<file path="config.mk">
export PLATFORM = sky130hd
export DESIGN_NAME = uart_transmitter_flat
export DESIGN_NICKNAME = d
export VERILOG_FILES = /design/src/rtl/uart_tx_if.sv /design/src/rtl/uart_transmitter.sv /design/src/flat_wrapper.sv
export SDC_FILE = /design/constraint.sdc
export NUM_CORES = 1
export LEC_CHECK = 0
export CORE_MARGIN = 1
export CORE_UTILIZATION = 47
export DETAILED_ROUTE_END_ITERATION = 10
export PLACE_DENSITY = 0.74
export SLEW_MARGIN = 5
export SYNTH_ARGS = -nofsm -noshare
export SYNTH_HDL_FRONTEND = slang
export SYNTH_SLANG_ARGS = --single-unit
export TNS_END_PERCENT = 20
</file>
<file path="constraint.sdc">
create_clock -name clk -period 2 [get_ports clk]
set_input_delay 0.6 -clock clk [delete_from_list [all_inputs] [get_ports clk]]
set_output_delay 0.6 -clock clk [all_outputs]
set_load 0.03 [all_outputs]
</file>
<file path="src/rtl/uart_tx_if.sv">
// -----------------------------------------------------------------------------
// uart_tx_if
// Byte handoff between fabric logic and the UART transmitter.
//
// Handshake: a byte transfers on a rising clk edge where tx_valid and
// tx_ready are both high. The master holds tx_valid and tx_data stable until
// that edge. tx_ready does not depend on tx_valid, and the slave samples
// tx_data only at the transfer edge.
//
// Signals:
//   tx_valid  master -> slave  byte on tx_data is offered
//   tx_data   master -> slave  byte to transmit (8 bits)
//   tx_ready  slave -> master  slave accepts a byte on this edge
// -----------------------------------------------------------------------------
interface uart_tx_if;
    logic       tx_valid;
    logic [7:0] tx_data;
    logic       tx_ready;

    modport master (
        output tx_valid,
        output tx_data,
        input  tx_ready
    );

    modport slave (
        input  tx_valid,
        input  tx_data,
        output tx_ready
    );
endinterface

</file>
<file path="src/rtl/uart_transmitter.sv">
// -----------------------------------------------------------------------------
// uart_transmitter
// Serialises one byte at a time onto a UART line: 8N1, LSB first, idle high,
// fixed CLKS_PER_BIT clocks per bit. Holds a single byte; no FIFO.
//
// Optional feature: define UART_TX_PARITY_EN to insert a parity bit between
// data bit 7 and the stop bit (even when PARITY_ODD = 0, odd when 1).
//
// Parameters:
//   CLKS_PER_BIT  clk cycles per serial bit, must be >= 2
//   PARITY_ODD    parity sense when UART_TX_PARITY_EN is defined
//
// Ports:
//   clk        system clock, rising edge
//   rst_n      asynchronous active-low reset
//   bus        uart_tx_if slave: tx_valid / tx_data in, tx_ready out
//   tx_out     serial line, idle high
//   tx_busy    high while a frame is being shifted out
//   tx_done    one-cycle pulse on the first idle cycle after a frame
//   dbg_state  current FSM state encoding, for observation only
//
// All outputs are registered: the comb process computes the next state and
// the next output values from it, and the register process stores both.
// -----------------------------------------------------------------------------
module uart_transmitter #(
    parameter int CLKS_PER_BIT = 127,
    parameter int PARITY_ODD   = 0
) (
    input  logic       clk,
    input  logic       rst_n,
    uart_tx_if.slave   bus,
    output logic       tx_out,
    output logic       tx_busy,
    output logic       tx_done,
    output logic [2:0] dbg_state
);

    // Guarded so an illegal CLKS_PER_BIT reaches the $error below instead of
    // failing on a zero-width counter first.
    localparam int CNT_W = (CLKS_PER_BIT < 2) ? 1 : $clog2(CLKS_PER_BIT);
    localparam logic [CNT_W-1:0] CNT_LAST = CNT_W'(CLKS_PER_BIT - 1);

    if (CLKS_PER_BIT < 2) begin : g_bad_clks_per_bit
        $error("uart_transmitter: CLKS_PER_BIT must be >= 2");
    end

    if ((PARITY_ODD != 0) && (PARITY_ODD != 1)) begin : g_bad_parity_odd
        $error("uart_transmitter: PARITY_ODD must be 0 or 1");
    end

    typedef enum logic [2:0] {
        IDLE    = 3'd0,
        START_B = 3'd1,
        DATA    = 3'd2,
        STOP    = 3'd3
`ifdef UART_TX_PARITY_EN
        ,
        PARITY  = 3'd4
`endif
    } state_t;

    state_t           state_q, state_nxt;
    logic [CNT_W-1:0] cnt_q, cnt_nxt;
    logic [2:0]       idx_q, idx_nxt;
    logic [7:0]       data_q, data_nxt;
    logic             tx_ready_q;
    logic             out_nxt;
    logic             done_nxt;
    logic             bit_last;

    // High on the final clock of the current serial bit.
    assign bit_last = (cnt_q == CNT_LAST);

`ifdef UART_TX_PARITY_EN
    logic parity_bit;
    // XOR of the data gives the even-parity bit; odd parity inverts it.
    assign parity_bit = (^data_q) ^ (PARITY_ODD != 0);
`endif

    always_comb begin
        state_nxt = state_q;
        cnt_nxt   = cnt_q;
        idx_nxt   = idx_q;
        data_nxt  = data_q;
        done_nxt  = 1'b0;
        out_nxt   = 1'b1;

        case (state_q)
            IDLE: begin
                cnt_nxt = '0;
                idx_nxt = '0;
                if (bus.tx_valid && tx_ready_q) begin
                    data_nxt  = bus.tx_data;
                    state_nxt = START_B;
                end
            end
            START_B: begin
                if (bit_last) begin
                    cnt_nxt   = '0;
                    idx_nxt   = '0;
                    state_nxt = DATA;
                end else begin
                    cnt_nxt = cnt_q + CNT_W'(1);
                end
            end
            DATA: begin
                if (bit_last) begin
                    cnt_nxt = '0;
                    if (idx_q == 3'd7) begin
`ifdef UART_TX_PARITY_EN
                        state_nxt = PARITY;
`else
                        state_nxt = STOP;
`endif
                    end else begin
                        idx_nxt = idx_q + 3'd1;
                    end
                end else begin
                    cnt_nxt = cnt_q + CNT_W'(1);
                end
            end
`ifdef UART_TX_PARITY_EN
            PARITY: begin
                if (bit_last) begin
                    cnt_nxt   = '0;
                    state_nxt = STOP;
                end else begin
                    cnt_nxt = cnt_q + CNT_W'(1);
                end
            end
`endif
            STOP: begin
                if (bit_last) begin
                    cnt_nxt   = '0;
                    state_nxt = IDLE;
                    done_nxt  = 1'b1;
                end else begin
                    cnt_nxt = cnt_q + CNT_W'(1);
                end
            end
            default: begin
                state_nxt = IDLE;
                cnt_nxt   = '0;
                idx_nxt   = '0;
            end
        endcase

        // Line level for the cycle after this edge, derived from where the
        // FSM is going so the registered tx_out lines up with the state.
        case (state_nxt)
            START_B: out_nxt = 1'b0;
            DATA:    out_nxt = data_nxt[idx_nxt];
`ifdef UART_TX_PARITY_EN
            PARITY:  out_nxt = parity_bit;
`endif
            default: out_nxt = 1'b1;
        endcase
    end

    always_ff @(posedge clk or negedge rst_n) begin
        if (!rst_n) begin
            state_q    <= IDLE;
            cnt_q      <= '0;
            idx_q      <= '0;
            data_q     <= '0;
            tx_out     <= 1'b1;
            tx_ready_q <= 1'b1;
            tx_busy    <= 1'b0;
            tx_done    <= 1'b0;
        end else begin
            state_q    <= state_nxt;
            cnt_q      <= cnt_nxt;
            idx_q      <= idx_nxt;
            data_q     <= data_nxt;
            tx_out     <= out_nxt;
            tx_ready_q <= (state_nxt == IDLE);
            tx_busy    <= (state_nxt != IDLE);
            tx_done    <= done_nxt;
        end
    end

    assign bus.tx_ready = tx_ready_q;
    assign dbg_state    = state_q;

endmodule

</file>
<file path="src/flat_wrapper.sv">
// flat-port wrapper written by rule: the top's interface ports become plain ports
module uart_transmitter_flat 
#(
    parameter int CLKS_PER_BIT = 127,
    parameter int PARITY_ODD   = 0
)
  (clk, rst_n, tx_out, tx_busy, tx_done, dbg_state, bus_tx_valid, bus_tx_data, bus_tx_ready);
  uart_tx_if bus_i ();
  input  logic clk;
  input  logic rst_n;
  output logic tx_out;
  output logic tx_busy;
  output logic tx_done;
  output logic [2:0] dbg_state;
  input wire logic [$bits(bus_i.tx_valid)-1:0] bus_tx_valid;
  input wire logic [$bits(bus_i.tx_data)-1:0] bus_tx_data;
  output wire logic [$bits(bus_i.tx_ready)-1:0] bus_tx_ready;
  assign bus_i.tx_valid = bus_tx_valid;
  assign bus_i.tx_data = bus_tx_data;
  assign bus_tx_ready = bus_i.tx_ready;
  uart_transmitter #(.CLKS_PER_BIT(CLKS_PER_BIT), .PARITY_ODD(PARITY_ODD)) u_core (.clk(clk), .rst_n(rst_n), .bus(bus_i), .tx_out(tx_out), .tx_busy(tx_busy), .tx_done(tx_done), .dbg_state(dbg_state));
endmodule
</file>
==> results of run 1 <==
-- per-layer routing --
metal / part of all wire [%] / global-route usage [%] / vias up
li1: - / - / 478
met1: 47 / 29.1 / 498
met2: 45 / 33.1 / 34
met3: 5.3 / 2.59 / 9
met4: 2.4 / 9.65 / 0
met5: 0 / 0 / -
-- power breakdown --
group | internal (mW) | switching [mW]
combinational | 0.128 | 0.121
sequential | 0.576 | 0.0288
clock | 0.0751 | 0.157
total | 0.779 | 0.307
-- synthesized netlist by cell type --
library cell	instances	area (µm²)
xor2_1	3	26.3
nor2_2	2	12.5
nor4b_1	1	8.76
ha_1	3	37.5
o21a_1	1	7.51
nand3b_1	1	7.51
nand3_1	1	5.00
and3_1	2	12.5
a211oi_1	2	15.0
nand4_2	1	12.5
inv_2	2	7.51
o21ai_0	4	20.0
mux2_4	1	15.0
a221o_1	1	10.0
buf_4	1	7.51
nor2_1	13	48.8
conb_1	1	3.75
a21o_1	1	7.51
a22o_1	1	8.76
nand4b_1	1	8.76
a22oi_1	2	15.0
nor4_1	2	12.5
o211ai_1	2	15.0
dfstp_2	2	52.6
nand4b_4	1	23.8
nor3_1	1	5.00
mux2_2	9	101
nand2_1	5	18.8
xnor2_1	2	17.5
or2_2	1	6.26
a2111oi_4	1	27.5
o41ai_1	1	8.76
a21oi_1	3	15.0
nand4_1	1	6.26
o21a_2	1	8.76
nand2b_1	1	6.26
and2_1	2	12.5
dfrtp_1	23	576
and4_1	1	8.76
a31oi_1	2	12.5
inv_1	2	7.51
clkbuf_1	1	3.75
-- state kept, by name (all words and copies together), names as in the netlist --
register,count
u_core.bus.tx_ready,1
u_core.data_q,8
u_core.dbg_state,3
u_core.cnt_q,7
u_core.tx_out,1
u_core.idx_q,3
u_core.tx_done,1
u_core.tx_busy,1
-- worst max-delay path, cell delays in order (launching register included) --
cell	delay, ps
dfrtp_1	410
ha_2	200
and2_4	170
nor3_2	170
a221o_1	210
o21a_4	180
mux2_4	320
a2111oi_4	300
a211oi_2	110
-- cell usage in the layout (no fill, tap or decap), types with 2 or more instances in the layout --
cell type,Yosys,final
buf_4,1,21
dfrtp_1,23,21
nor2_1,13,12
clkdlybuf4s50_1,0,12
mux2_2,9,9
nand2_1,5,5
dlygate4sd2_1,0,5
inv_2,2,3
o21ai_0,4,3
xor2_1,3,3
clkbuf_4,0,3
nor2_2,2,2
o211ai_1,2,2
a21oi_1,3,2
a22oi_1,2,2
a31oi_1,2,2
and3_1,2,2
xnor2_1,2,2
dfstp_2,2,2
dfrtp_2,0,2
-- how the worst max path moves through the flow --
stage                     from            end  slack (ps)  cells past startpoint
2_1_floorplan  u_core.cnt_q[0]  u_core.tx_out          30                      9
3_3_place_gp      bus_tx_valid  u_core.tx_out        -330                      6
3_5_place_dp      bus_tx_valid  u_core.tx_out        -380                      6
4_1_cts        u_core.idx_q[1]  u_core.tx_out        -110                      8
5_1_grt        u_core.cnt_q[0]  u_core.tx_out        -160                      8
6_report       u_core.idx_q[1]  u_core.tx_out        -130                      8
-- repair_timing --
item                                    in CTS  in global routing
hold endpoints to repair                     0                  0
gates resized for setup                      6                  9
buffers inserted                             0                  2
pin swaps                                    2                  4
endpoints found under the setup margin       6                  3
-- logic make-up (layout without fill, tap and decap cells) --
group	count (synthesis)	in the layout	share of synthesized area, %
AO/OA/AOI/OAI	22	22	13.8
buffers and inverters	6	47	2.11
flip-flops	25	25	50.5
XOR/XNOR	5	5	3.52
AND/OR/NAND/NOR	37	37	17.4
other	1	1	0.302
adder cells (fa/ha/maj)	3	3	3.02
multiplexers	10	10	9.36
-- final cells by class --
cell class | instances | area share, %
Timing Repair Buffer | 39 | 19.9
Sequential cell | 25 | 36.7
Tap cell | 30 | 2.18
Inverter | 4 | 0.873
Clock buffer | 3 | 1.31
Clock inverter | 1 | 0.291
Multi-Input combinational cell | 78 | 38.8
-- metrics by stage --
stage | area (µm²) | worst slack [ps] | setup TNS, ps
after detailed placement | 1630 | -375 | -375
final | 1720 | -131 | -131
after CTS | 1660 | -106 | -106
after floorplan | 1270 | 25.3 | 0
after global routing | 1720 | -163 | -182
after global placement | 1630 | -331 | -331
==> reports/summary.txt, run 1 <==
global-route wire length before repair: 4.23 mm
synth unique cells: 42
hold_sp: u_core.data_q[4]
post-route antenna net violation count: 0
Post-Syn Nets: 123
drt total wl: 2.71 mm
antenna violations before repair: 0
Critical Path Start Type: flop
largest net degree at the start of global routing: 26
CTS Buf Count: 3
RSZ-0062 raised after global routing: yes
vias in the first global route: 957
VDD IR max: 0.627 mV
Worst setup EP type: flop
worst r2r src: u_core.idx_q[1]
GR Util All Layers: 21.3%
Core ar.: 2500 µm²
multi-input combinational cell area: 667 µm²
die area: 2860 µm²
Critical Setup Path Class: reg -> reg
register area: 631 µm²
Hold Path Depth: 1
num rows: 18
Die X: 53.4 µm
Reg2Reg Capture Point: u_core.tx_out
TritonCTS clock tree: built
Post-Syn Instances: 109
max-slew violations: 0
clk_lat worst skew: 330 ps
R2R depth: 8
Hold Vio Cnt, Final: 0
setup slack after layout: -131 ps
grt total ovfl: 0
# diodes: 0
violated checks: negative setup slack
Reg clk slew, reported paths: 140 ps
Pwr Total: 1.09 mW
Worst Hold Class: reg -> reg
hold buffer count at CTS: 0
clock buffer depth: 2
mean routed wirelength per cell: 15.1 µm
initial core utilization: 49.7%
Clock Sink Count: 25
fin crit period: 2130 ps
Post-Layout Cell Count: 180
final core occ: 68.8%
share of layout cells above drive strength 1: 40.0%
GP Congestion: 0.849
Synth Warn #: 0
dpl hpwl: 1.97 mm
Area Overhead vs Synth: 38.2%
P per Cell Area: 632 nW/µm²
sequential share of the synthesized area: 50.5%
die height: 53.4 µm
PortBufs: 17
crit path max fanout: 3
final setup vio count: 1
Placed Cells: 174
H-tree depth: 1
DRT Pass-1 Iters: 4
Via-to-Cell Ratio: 5.66
routed vias: 1019
critical path data arrival time: 2390 ps
outcome: finished with violations
hold_ws: 511 ps
Iter 0 DRT Violations: 25
syn avg cell area: 11.4 µm²
Synth Register Bits: 25
Pleak: 0.760 nW
max-cap viol count: 0
nets@finish: 165
Mapped Area: 1240 µm²
FMAX: 469 MHz
# IOs: 18
Worst R2R Setup Slack: -130 ps
hold endpoint: u_core.data_q[4]
root buffer cell: clkbuf_4
Crit path required time: 2260 ps
final worst-path cycle share: 107%
skew final: 5.75 ps
DR DRC count: 0
FILL cells: 187
(Power assumes the default switching activity.)
==> inputs of run 2 (changes only) <==
--- a/config.mk
+++ b/config.mk
@@ -5,9 +5,12 @@
 export SDC_FILE = /design/constraint.sdc
 export NUM_CORES = 1
 export LEC_CHECK = 0
+export ABC_AREA = 1
 export CORE_MARGIN = 1
-export CORE_UTILIZATION = 47
+export CORE_UTILIZATION = 55
+export CTS_CLUSTER_SIZE = 28
 export DETAILED_ROUTE_END_ITERATION = 10
+export DONT_BUFFER_PORTS = 1
 export PLACE_DENSITY = 0.74
 export SLEW_MARGIN = 5
 export SYNTH_ARGS = -nofsm -noshare
==> reports/summary.txt, run 2 <==
Post-Layout Cell Count: 194 (was 180)
Core ar.: 2230 µm² (was 2500 µm²)
initial core utilization: 59.0% (was 49.7%)
mean routed wirelength per cell: 12.7 µm (was 15.1 µm)
Reg with most FFs: u_core.data_q (unchanged)
Die X: 50.9 µm (was 53.4 µm)
crit path max fanout: 9 (was 3)
max reg flops: 8 (unchanged)
commonest non-fill, non-tap cell in the layout: nand2_1
GRT met3 Usage: 3.87% (was 2.59%)
ys async rst share: 100% (unchanged)
drt total wl: 2.47 mm (was 2.71 mm)
TritonCTS clock tree: built (unchanged)
final setup TNS: 0 ps (was -131 ps)
DR DRC count: 0 (unchanged)
RSZ-0062 raised after global routing: no (was yes)
PortBufs: 0 (was 17)
Via-to-Cell Ratio: 5.38 (was 5.66)
num rows: 17 (was 18)
largest net degree at the start of global routing: 24 (was 26)
share of layout cells above drive strength 1: 18.7% (was 40.0%)
# IOs: 18 (unchanged)
GP Congestion: 0.815 (was 0.849)
Worst setup EP type: flop (unchanged)
max-slew violations: 0 (unchanged)
worst r2r src: u_core.dbg_state[0] (was u_core.idx_q[1])
Worst R2R Setup Slack: 220 ps (was -130 ps)
Area Overhead vs Synth: 7.69% (was 38.2%)
H-tree depth: 1 (unchanged)
Reg clk slew, reported paths: 160 ps (was 140 ps)
grt total ovfl: 0 (unchanged)
sequential share of the synthesized area: 47.7% (was 50.5%)
part of the power in combinational logic: 16.3% (was 23.0%)
Clock Sink Count: 25 (unchanged)
CTS Buf Count: 3 (unchanged)
skew final: 12.3 ps (was 5.75 ps)
Worst Hold Class: in -> async (was reg -> reg)
critical path data arrival time: 2070 ps (was 2390 ps)
synth unique cells: 27 (was 42)
fin crit period: 1780 ps (was 2130 ps)
max-cap viol count: 0 (unchanged)
hold_ws: 78.0 ps (was 511 ps)
clk_lat worst skew: 330 ps (about the same)
Synth Register Bits: 25 (unchanged)
DRT Pass-1 Iters: 4 (unchanged)
worst-margin pin slew: 1030 ps
antenna violations before repair: 0 (unchanged)
Reg2Reg Capture Point: u_core.tx_out (unchanged)
sw frac: 31.4% (was 28.3%)
syn avg cell area: 8.34 µm² (was 11.4 µm²)
Slew HR: 31.3%
Int Power: 0.710 mW (was 0.779 mW)
vias in the first global route: 955 (was 957)
Mapped Area: 1320 µm² (was 1240 µm²)
Iter 0 DRT Violations: 26 (was 25)
Critical Path Start Type: flop (unchanged)
Reg power frac: 59.6% (was 55.7%)
Pleak: 0.683 nW (was 0.760 nW)
M1 GR Usage: 31.0% (was 29.1%)
Synth area leader: dfrtp_1 (unchanged)
outcome: finished, final reports clean (was finished with violations)
# diodes: 0 (unchanged)
top cells by area, synth: dfrtp_1 (44%), nand2_1 (14%), nand3_1 (6.8%) (was dfrtp_1 (46%), mux2_2 (8.1%), dfstp_2 (4.2%))
synth cell count leaders: nand2_1 (50), dfrtp_1 (23), nand3_1 (18) (was dfrtp_1 (23), nor2_1 (13), mux2_2 (9))
VDD IR max: 0.575 mV (was 0.627 mV)
global-route wire length before repair: 4.20 mm (was 4.23 mm)
EDFF count, synth: 0 (unchanged)
final setup vio count: 0 (was 1)
area share of the largest cell type after synthesis: 43.7% (was 46.3%)
root buffer cell: clkbuf_4 (unchanged)
dpl hpwl: 1.80 mm (was 1.97 mm)
GRT busiest layer: met2 (unchanged)
M2 GR Usage: 33.3% (was 33.1%)
final worst-path cycle share: 89.2% (was 107%)
R2R depth: 11 (was 8)
leading registers by flop count: u_core.data_q (8), u_core.cnt_q (7) (unchanged)
Crit path required time: 2290 ps (was 2260 ps)
GR Util All Layers: 22.2% (was 21.3%)
Placed Cells: 189 (was 174)
main flop type after synthesis: dfrtp_1 (unchanged)
clock buffer depth: 2 (unchanged)
nets@finish: 181 (was 165)
Clk network pwr share: 24.1% (was 21.4%)
Critical Setup Path Class: reg -> reg (unchanged)
Post-Syn Instances: 158 (was 109)
die height: 50.9 µm (was 53.4 µm)
Switch Pwr: 0.324 mW (was 0.307 mW)
FMAX: 560 MHz (was 469 MHz)
top-count cell post-synth: nand2_1 (was dfrtp_1)
most frequent cells in the layout: nand2_1 (50), dfrtp_1 (23), nand3_1 (18), inv_1 (14), nor2_1 (13) (was buf_4 (21), dfrtp_1 (21), nor2_1 (12), clkdlybuf4s50_1 (12), mux2_2 (9))
routed vias: 1044 (was 1019)
P per Cell Area: 729 nW/µm² (was 632 nW/µm²)
Post-Syn Nets: 172 (was 123)
post-route antenna net violation count: 0 (unchanged)
Synth Warn #: 0 (unchanged)
die area: 2600 µm² (was 2860 µm²)
Hold Vio Cnt, Final: 0 (unchanged)
==> run 2: changes by cell type in the layout (fill, tap and decap cells not counted), moves of 4 or more <==
cell,previous run,this run
nand2_1,5,50
clkdlybuf4s50_1,12,0
dlygate4sd2_1,5,0
nand3_1,1,18
nand2_4,0,4
inv_1,1,14
nand2_2,0,6
mux2_2,9,0
buf_4,21,3
==> run 2: cell type report <==
class / instances / area, µm²
clock inverters: 1 / 8.76
well taps: 28 / 35.0
multi-input cells: 116 / 626
clock buffers: 3 / 22.5
fillers: 195 / 815
inverters: 17 / 66.3
repair buffers: 4 / 32.5
flip-flops and latches: 25 / 628
==> run 2: worst max-delay path by stage <==
stage / from / endpoint / slack, ps / cells after the start
floorplan: u_core.bus.tx_ready / u_core.tx_out / 410 / 10
global placement: u_core.cnt_q[0] / u_core.tx_out / 310 / 15
detailed placement: u_core.dbg_state[0] / u_core.tx_out / 240 / 11
CTS: u_core.dbg_state[0] / u_core.tx_out / 210 / 11
global route: u_core.dbg_state[0] / u_core.tx_out / 60 / 11
finish: u_core.dbg_state[0] / u_core.tx_out / 220 / 11
==> run 2: cells by family after synthesis <==
family	after synthesis	synth area share [%]
adder cells (fa/ha/maj)	3	2.85
buffers and inverters	17	5.03
AND/OR/NAND/NOR	104	39.8
other	1	0.285
flip-flops	25	47.7
XOR/XNOR	3	1.99
AO/OA/AOI/OAI	5	2.37
==> run 2: critical path: stages, from the launching register on <==
cell	delay, ps
dfrtp_1	590
inv_4	170
nand2_2	70
nor3_4	300
nand2_1	90
nand2_1	100
nand3_1	80
nand3_1	90
nand3_1	80
nand2_1	70
nand2_1	40
nand2_1	60
==> run 2: through the flow <==
| step | setup WS [ps] | area, µm² | util, % | power, mW |
|---|---|---|---|---|
| 4_1_cts | 206 | 1420 | 63.4 | 1.04 |
| 3_5_place_dp | 244 | 1380 | 61.6 | 0.785 |
| 5_1_grt | 55.5 | 1420 | 63.5 | 1.08 |
| 2_1_floorplan | 409 | 1320 | - | 0.747 |
| 3_3_place_gp | 312 | 1380 | 61.6 | 0.776 |
| 6_report | 215 | 1420 | 63.5 | 1.03 |
==> run 2: layer usage <==
layer,wire [µm],up-vias
li1,-,513
met2,1240,32
met4,31,0
met1,1110,495
met5,0,-
met3,85,4
==> run 2: repair_timing <==
item / CTS / global route
gates resized for setup: 0 / 1
setup endpoints to repair: 0 / 1
endpoints found under the hold margin: 23 / 0
hold buffers: 1 / 0
buffers inserted: 0 / 0
==> run 2: power by group through the flow <==
stage	logic [mW]	clock network, mW	registers (mW)
2_1_floorplan	0.120	0	0.627
3_3_place_gp	0.152	0	0.625
3_5_place_dp	0.159	0	0.626
4_1_cts	0.170	0.255	0.617
5_1_grt	0.192	0.268	0.621
6_report	0.169	0.249	0.617
==> inputs of run 3 (changes only) <==
--- a/config.mk
+++ b/config.mk
@@ -6,6 +6,7 @@
 export NUM_CORES = 1
 export LEC_CHECK = 0
 export ABC_AREA = 1
+export CORE_ASPECT_RATIO = 0.9
 export CORE_MARGIN = 1
 export CORE_UTILIZATION = 55
 export CTS_CLUSTER_SIZE = 28
==> reports/summary.txt, run 3 (synthesis gave the netlist of run 2 again) <==
outcome: finished, final reports clean (unchanged)
global-route wire length before repair: 4.07 mm (was 4.20 mm)
root buffer cell: clkbuf_4 (unchanged)
Hold Vio Cnt, Final: 0 (unchanged)
RSZ-0062 raised after global routing: no (unchanged)
largest net degree at the start of global routing: 24 (unchanged)
final core occ: 63.5% (about the same)
antenna violations before repair: 0 (unchanged)
Worst Hold Class: in -> async (unchanged)
H-tree depth: 1 (unchanged)
DR DRC count: 0 (unchanged)
# diodes: 0 (unchanged)
final setup vio count: 0 (unchanged)
leading registers by flop count: u_core.data_q (8), u_core.cnt_q (7) (unchanged)
max reg flops: 8 (unchanged)
dpl hpwl: 1.75 mm (was 1.80 mm)
crit path max fanout: 7 (was 9)
mean routed wirelength per cell: 12.4 µm (was 12.7 µm)
die area: 2600 µm² (about the same)
most frequent cells in the layout: nand2_1 (50), dfrtp_1 (23), nand3_1 (18), inv_1 (14), nor2_1 (14) (was nand2_1 (50), dfrtp_1 (23), nand3_1 (18), inv_1 (14), nor2_1 (13))
Reg clk slew, reported paths: 130 ps (was 160 ps)
die height: 48.4 µm (was 50.9 µm)
setup slack after layout: 240 ps (was 215 ps)
Via-to-Cell Ratio: 5.26 (was 5.38)
max-slew violations: 0 (unchanged)
hold_ws: 101 ps (was 78.0 ps)
clk_lat worst skew: 320 ps (was 330 ps)
initial core utilization: 59.3% (was 59.0%)
# IOs: 18 (unchanged)
clock buffer depth: 2 (unchanged)
GP Congestion: 0.810 (was 0.815)
DRT Pass-1 Iters: 4 (unchanged)
post-route antenna net violation count: 0 (unchanged)
TritonCTS clock tree: built (unchanged)
Worst setup EP type: flop (unchanged)
FMAX: 568 MHz (was 560 MHz)
nets@finish: 181 (unchanged)
Reg with most FFs: u_core.data_q (unchanged)
commonest non-fill, non-tap cell in the layout: nand2_1 (unchanged)
Pwr Total: 1.01 mW (was 1.03 mW)
Resized cells post-CTS: 0 (unchanged)
final setup TNS: 0 ps (unchanged)
Slew HR: 30.8% (was 31.3%)
final instance area: 1410 µm² (was 1420 µm²)
worst-margin pin slew: 1030 ps (about the same)
critical path data arrival time: 2030 ps (was 2070 ps)
Core ar.: 2220 µm² (was 2230 µm²)
Clock Sink Count: 25 (unchanged)
Crit path required time: 2270 ps (was 2290 ps)
PortBufs: 0 (unchanged)
Area Overhead vs Synth: 7.12% (was 7.69%)
skew final: 3.63 ps (was 12.3 ps)
Critical Setup Path Class: reg -> reg (unchanged)
area of placed instances: 1370 µm² (was 1380 µm²)
Iter 0 DRT Violations: 17 (was 26)
max-cap viol count: 0 (unchanged)
grt total ovfl: 0 (unchanged)
share of layout cells above drive strength 1: 18.1% (was 18.7%)
Placed Cells: 188 (was 189)
Pleak: 0.683 nW (about the same)
Die X: 53.6 µm (was 50.9 µm)
CTS Buf Count: 3 (unchanged)
vias in the first global route: 920 (was 955)
final worst-path cycle share: 88.0% (was 89.2%)
Critical Path Start Type: flop (unchanged)
drt total wl: 2.39 mm (was 2.47 mm)
num rows: 16 (was 17)
routed vias: 1016 (was 1044)
VDD IR max: 0.577 mV (was 0.575 mV)
dpl ws: 258 ps (was 244 ps)
Post-Layout Cell Count: 193 (was 194)
GR Util All Layers: 21.5% (was 22.2%)
P per Cell Area: 714 nW/µm² (was 729 nW/µm²)
fin crit period: 1760 ps (was 1780 ps)
[run 3: cell types whose count changed in the layout (fill, tap and decap cells not counted), sizes merged]
cell    delta
inv        -1
clkinv     +1
[run 3: power by group]
group,total (mW),switching (mW),internal [mW]
Clock,0.221,0.146,0.0749
Combinational,0.176,0.114,0.0619
Sequential,0.611,0.0417,0.569
[run 3: final timing paths]
path,slack [ps],depth (start not counted),to,from
hold reg to reg,500,2,u_core.data_q[0],u_core.data_q[0]
setup / recovery,240,14,u_core.tx_out,u_core.cnt_q[0]
setup reg to reg,240,14,u_core.tx_out,u_core.cnt_q[0]
hold / removal,100,0,u_core.bus.tx_ready,rst_n
max in group asynchronous,490,1,u_core.idx_q[2],rst_n
min in group clk,410,2,u_core.data_q[0],bus_tx_data[0]
[run 3: repair_timing]
action / 4_1_cts / 5_1_grt
setup buffers: 0 / 0
endpoints found under the hold margin: 23 / 0
hold buffers: 1 / 0
[run 3: worst max-delay path: stages (launching register included)]
cell     delay, ps
dfrtp_1        430
inv_1           70
ha_1           180
inv_1           50
nor2_1         120
nand2_2        150
nand2_4        100
nand2_4         70
o21ai_2        100
nand2_1        110
inv_1           70
nand3_1         70
nand2_1         70
nand2_1         50
nand2_1         60
[run 3: cell type report]
| type | count | area, µm² |
|---|---|---|
| clock buffers | 3 | 22.5 |
| flip-flops and latches | 25 | 628 |
| repair buffers | 4 | 32.5 |
| inverters | 17 | 66.3 |
| clock inverters | 1 | 5.00 |
| multi-input cells | 116 | 623 |
| well taps | 27 | 33.8 |
| fillers | 193 | 811 |
[run 3: layer usage]
metal	global-route usage [%]	vias to the layer above	share of wire [%]
li1	-	521	-
met1	29.6	464	48
met2	33.3	29	46
met3	7.55	2	5.7
met4	2.63	0	0.42
met5	0	-	0
==> RTL change 1 (config.mk and constraints of run 3) <==
Register the output `dbg_state` once more; this adds one clock of latency there. The other outputs are not delayed to match.
--- a/src/rtl/uart_transmitter.sv
+++ b/src/rtl/uart_transmitter.sv
@@ -180,7 +180,9 @@
     end
 
     assign bus.tx_ready = tx_ready_q;
-    assign dbg_state    = state_q;
+    always_ff @(posedge clk) begin
+        dbg_state <= state_q;
+    end
 
 endmodule
 
Behaviour: not the same (Yosys sat finds a counterexample within 4 cycles, from zero or initial values and one cycle with rst_n low).
==> RTL change 1 against run 3 <==
Sequential share of layout area increased by 1.1 points; power increased by 12%; clock power up 24%; sequential cell count rose by 3; utilization shrank 1.9 points; setup slack improved by 50 ps; routed wire length decreased by 0.21%; cell count rose by 3.1%; count of clock-buffer cells in the layout is 1 higher; critical endpoint unchanged; global-route usage shrank 2.4 points; largest power group unchanged; synthesized area is 7.7% higher; cell area increased by 6.8%.
==> RTL change 1: results (changes against run 3) <==
| Metric | Value |
|---|---|
| Final HPWL DP | 1780 um (+1.6%) |
| Slowest CP cell | dfrtp_1 |
| Num CTS Buffers | 3 (unchanged) |
| Fraction of layout cells with a size suffix above 1 | 17.5% (-0.53 points) |
| Initial antenna violation count | 0 (unchanged) |
| P_sw | 0.320 mW (+6.0%) |
| Clock skew | 8.20 ps (+4.57 ps) |
| Worst reg2reg setup slack | 290 ps (+50 ps) |
| Top Registers | u_core.data_q x8, u_core.cnt_q x7 |
| Delay of the slowest cell on the worst path | 430 ps (about the same) |
| Post-synth cell types | 25 (-7.4%) |
| Gate power share | 15.9% (-1.6 points) |
| Worst hold path class | in -> async |
| Status | complete, no violations |
| Placed cell areas | 1460 sq um (+6.4%) |
| Pin count of the biggest net entering global routing | 24 (unchanged) |
| I/O Buffers | 0 (unchanged) |
| Worst-Margin Slew | 1010 ps (-23.7 ps) |
| Sequential fraction of the synthesis area | 48.5% (+0.83 points) |
| Switching Share | 28.3% (-1.7 points) |
| Routability congestion estimate | 0.837 (+3.4%) |
| Leakage power | 0.718 nW (+5.1%) |
| Max-cap viol count | 0 (unchanged) |
| Met1 usage | 26.5% (-3.1 points) |
| Post-synth net total | 179 (+4.1%) |
| Setup Buffers After CTS | 0 (unchanged) |
| Async set-or-reset flop fraction in the synthesized netlist | 89.3% (-11 points) |
| Root buffer cell | clkbuf_4 |
| Initial drt markers | 34 (+17) |
| Crit Path Max Fanout | 6 (-1) |
| Worst vdd ir | 0.597 mV (+3.5%) |
| Critical path's top delay family | simple AND/OR/NAND/NOR gates |
| Met2 wire len | 1060 um (-3.5%) |
| M1 WL | 1150 um (+0.97%) |
| Met2 usage | 29.3% (-4.0 points) |
| N_diodes | 0 (unchanged) |
| DRT Pass-1 Iters | 4 (unchanged) |
| Length of routed met3 wiring | 125 um (-8.8%) |
| Yosys Warn Count | 0 (unchanged) |
| Vias in the first global route | 948 (+3.0%) |
| Sequential share of power | 59.9% (-0.7 points) |
| Vias per inst | 5.31 (+0.80%) |
| Top cells by area, synth | dfrtp_1 41%, nand2_1 9.3%, inv_1 7.1% |
| Maximum root-to-sink buffer count | 2 (unchanged) |
| Worst-path clk slew | 150 ps (+20 ps) |
| M3 GR Usage | 3.61% (-3.9 points) |
| WP data arrival | 2000 ps (-30 ps) |
| Tot GR Track Use | 19.1% (-2.4 points) |
| Routed WL | 2380 um (-0.21%) |
| First-pass GRT wire length | 4150 um (+1.8%) |
| Synth top cells by count | 35 x nand2_1, 27 x inv_1, 23 x dfrtp_1, 15 x nor2_1, 10 x nand3_1 |
| Nets | 186 (+2.8%) |
| DR top layer | met4 |
| Clock latency on the worst-skew pair | 330 ps |
-- RTL change 1: final cells by class --
type / count / area, sq um
clock buffer: 4 / 36.3
fill: 200 / 938
inverter: 33 / 124
multi-input combinational: 104 / 607
sequential: 28 / 688
tap: 28 / 35.0
timing repair buffer: 2 / 17.5
-- RTL change 1: logic make-up (layout without fill, tap and decap cells) --
family | count (synthesis) | after routing | synth area share (%)
AND/OR/NAND/NOR | 84 | 84 | 30.7
buffers and inverters | 33 | 39 | 8.73
flip-flops | 28 | 28 | 48.5
AO/OA/AOI/OAI | 11 | 11 | 6.09
XOR/XNOR | 5 | 5 | 3.09
adder cells (fa/ha/maj) | 3 | 3 | 2.65
other | 1 | 1 | 0.264
-- RTL change 1: what timing repair did --
action	4_1_cts	5_1_grt
endpoints found under the setup margin	0	0
resized for setup	0	0
hold endpoints to repair	23	0
hold buffers	1	0
-- RTL change 1: per-stage QoR --
stage | setup WS (ps) | util, % | hold slack, ps | cells
after global routing | 110 | 61.6 | 60.0 | 199
after floorplan | 402 | - | 304 | 165
after detailed placement | 251 | 59.7 | 305 | 194
after CTS | 295 | 61.6 | 65.2 | 199
after global placement | 316 | 59.7 | 305 | 194
final | 289 | 61.6 | 80.6 | 199
-- RTL change 1: final timing paths --
check                                   from                   to  cells past startpoint
setup reg to reg             u_core.cnt_q[0]        u_core.tx_out                     14
setup / recovery             u_core.cnt_q[0]        u_core.tx_out                     14
hold / removal                         rst_n        u_core.tx_out                      0
min in group clk           u_core.state_q[0]  u_core.dbg_state[0]                      0
hold reg to reg            u_core.state_q[0]  u_core.dbg_state[0]                      0
max in group asynchronous              rst_n      u_core.idx_q[2]                      1
==> RTL change 2 (settings of run 3) <==
Made on the original files. Build with the macro `UART_TX_PARITY_EN` defined.
--- a/src/rtl/uart_transmitter.sv
+++ b/src/rtl/uart_transmitter.sv
@@ -22,6 +22,8 @@
 // All outputs are registered: the comb process computes the next state and
 // the next output values from it, and the register process stores both.
 // -----------------------------------------------------------------------------
+`define UART_TX_PARITY_EN
+
 module uart_transmitter #(
     parameter int CLKS_PER_BIT = 127,
     parameter int PARITY_ODD   = 0
Function: no difference found for any inputs over 10 cycles, from zero or initial values and one cycle with rst_n low; that may be too few to reach the edited logic, so the function may still have changed.
==> RTL change 2 against run 3 <==
Setup slack lost 67 ps; sequential share of layout area down 4.6 points; cell area grew 11%; sequential cell count stayed put; utilization shrank 0.32 points; non-clock buffer count grew 1; synthesized area increased by 11%; routed wire length grew 17%.
Power is not compared: it rests on default switching activity, and its combinational part moved more than twofold at a synthesized area within 25%.
==> RTL change 2: results (changes against run 3) <==
| Metric | Value |
|---|---|
| Status | complete, no violations |
| Comb power | 0.625 mW |
| Synth Area in Adders | 2.57% (-0.28 points) |
| M3 GR Usage | 5.82% (-1.7 points) |
| Worst vdd ir | 1.02 mV |
| Synth Area in XOR/XNOR | 7.20% (+5.2 points) |
| First-pass GRT wire length | 4660 um (+15%) |
| Post-synth cell types | 28 (+3.7%) |
| Nets | 199 (+9.9%) |
| Post-synthesis compound-gate area fraction | 6.34% (+4.0 points) |
| Vias in the first global route | 1078 (+17%) |
| CP Launch Point | u_core.cnt_q[0] |
| Worst hold path class | in -> async |
| I/O Buffers | 0 (unchanged) |
| H-Tree Depth | 1 (unchanged) |
| Met2 usage | 32.9% (-0.40 points) |
| Top Registers | u_core.data_q x8, u_core.cnt_q x7 |
| Via count | 1160 (+14%) |
| Synth top cells by count | 29 x nand2_1, 23 x dfrtp_1, 23 x inv_1, 15 x nand3_1, 14 x nor2_1 |
| Clock power share | 13.6% |
| Syn_area_per_cell | 8.39 sq um (+0.64%) |
| Final HPWL DP | 2130 um (+21%) |
| Met1 usage | 30.3% (+0.74 points) |
| Initial antenna violation count | 0 (unchanged) |
| Clock latency on the worst-skew pair | 320 ps (about the same) |
| Root buffer cell | clkbuf_4 |
| WP data arrival | 2090 ps (+60 ps) |
| Hold Fails Final Rpt | 0 (unchanged) |
| Async set-or-reset flop fraction in the synthesized netlist | 100% (unchanged) |
| Initial drt markers | 28 (+11) |
| Tot GR Track Use | 21.1% (-0.32 points) |
| Num CTS Buffers | 3 (unchanged) |
| Placed cell areas | 1530 sq um (+11%) |
| Top FF cell, synth | dfrtp_1 |
| Worst-path clk slew | 130 ps (about the same) |
| WL per Instance | 13.2 um (+6.6%) |
| Maximum root-to-sink buffer count | 2 (unchanged) |
| Yosys Warn Count | 0 (unchanged) |
| Fillers | 216 (+12%) |
| Crit Path Max Fanout | 6 (-1) |
| DRT Pass-1 Iters | 4 (unchanged) |
| Routability congestion estimate | 0.913 (+13%) |
| Switching Share | 38.1% |
| Fraction of layout cells with a size suffix above 1 | 19.6% (+1.5 points) |
| Worst slew margin | 29.9% (-0.84 points) |
| Clk power | 0.222 mW |
| Pin count of the biggest net entering global routing | 24 (unchanged) |
| Post-place setup slack | 73.2 ps (-185 ps) |
| Vias per inst | 5.47 (+3.9%) |
| Post-synth net total | 188 (+9.3%) |
| N_diodes | 0 (unchanged) |
| Clock skew | 1.43 ps (-2.20 ps) |
| Sequential fraction of the synthesis area | 43.0% (-4.7 points) |
| Top cells by area, synth | dfrtp_1 39%, nand2_1 7.5%, inv_1 5.9% |
| Leakage power | 0.749 nW |
-- RTL change 2: cell count changes after synthesis, sizes merged, moves of 2 or more --
cell	delta
nand2	-26
clkinv	+2
nand4	+6
inv	+12
o21ai	+9
xor2	+5
xnor2	+4
or2	+6
nor3	-2
-- RTL change 2: repair_timing --
| action | 4_1_cts | 5_1_grt |
|---|---|---|
| gates resized for setup | 0 | 1 |
| hold buffers | 1 | 0 |
| buffers inserted | 0 | 0 |
| endpoints found under the hold margin | 23 | 0 |
| endpoints found under the setup margin | 0 | 2 |
-- RTL change 2: area by class of cell --
class / instances / area [sq um] / area share [%]
timing repair buffer: 5 / 40.0 / 2.55
clock inverter: 1 / 5.00 / 0.318
multi-input combinational: 119 / 726 / 46.1
clock buffer: 3 / 22.5 / 1.43
tap: 28 / 35.0 / 2.23
sequential: 25 / 628 / 39.9
inverter: 31 / 116 / 7.40
-- RTL change 2: critical path, cell delays in order (launching register included) --
cell     delay (ps)
dfrtp_1         450
inv_1            60
ha_1            220
nand2_1          80
nor2_1           40
nand2_1         160
nand3_1         240
nand3_4         180
nand2_1          60
nand3_1          80
nand3_1          70
nand3_1          80
nand2_1          50
-- RTL change 2: worst paths after layout --
kind | slack, ps | cells past startpoint | end
worst max register to register | 170 | 12 | u_core.tx_out
worst max-delay path | 170 | 12 | u_core.tx_out
min in group clk | 460 | 2 | u_core.data_q[0]
worst min-delay path | 100 | 0 | u_core.bus.tx_ready
max in group asynchronous | 480 | 1 | u_core.data_q[3]
worst min register to register | 560 | 2 | u_core.data_q[1]
-- RTL change 2: routing by layer --
metal,vias up,part of all wire (%)
li1,574,-
met1,551,49
met2,33,44
met3,2,5.8
met4,0,0.36
met5,-,0
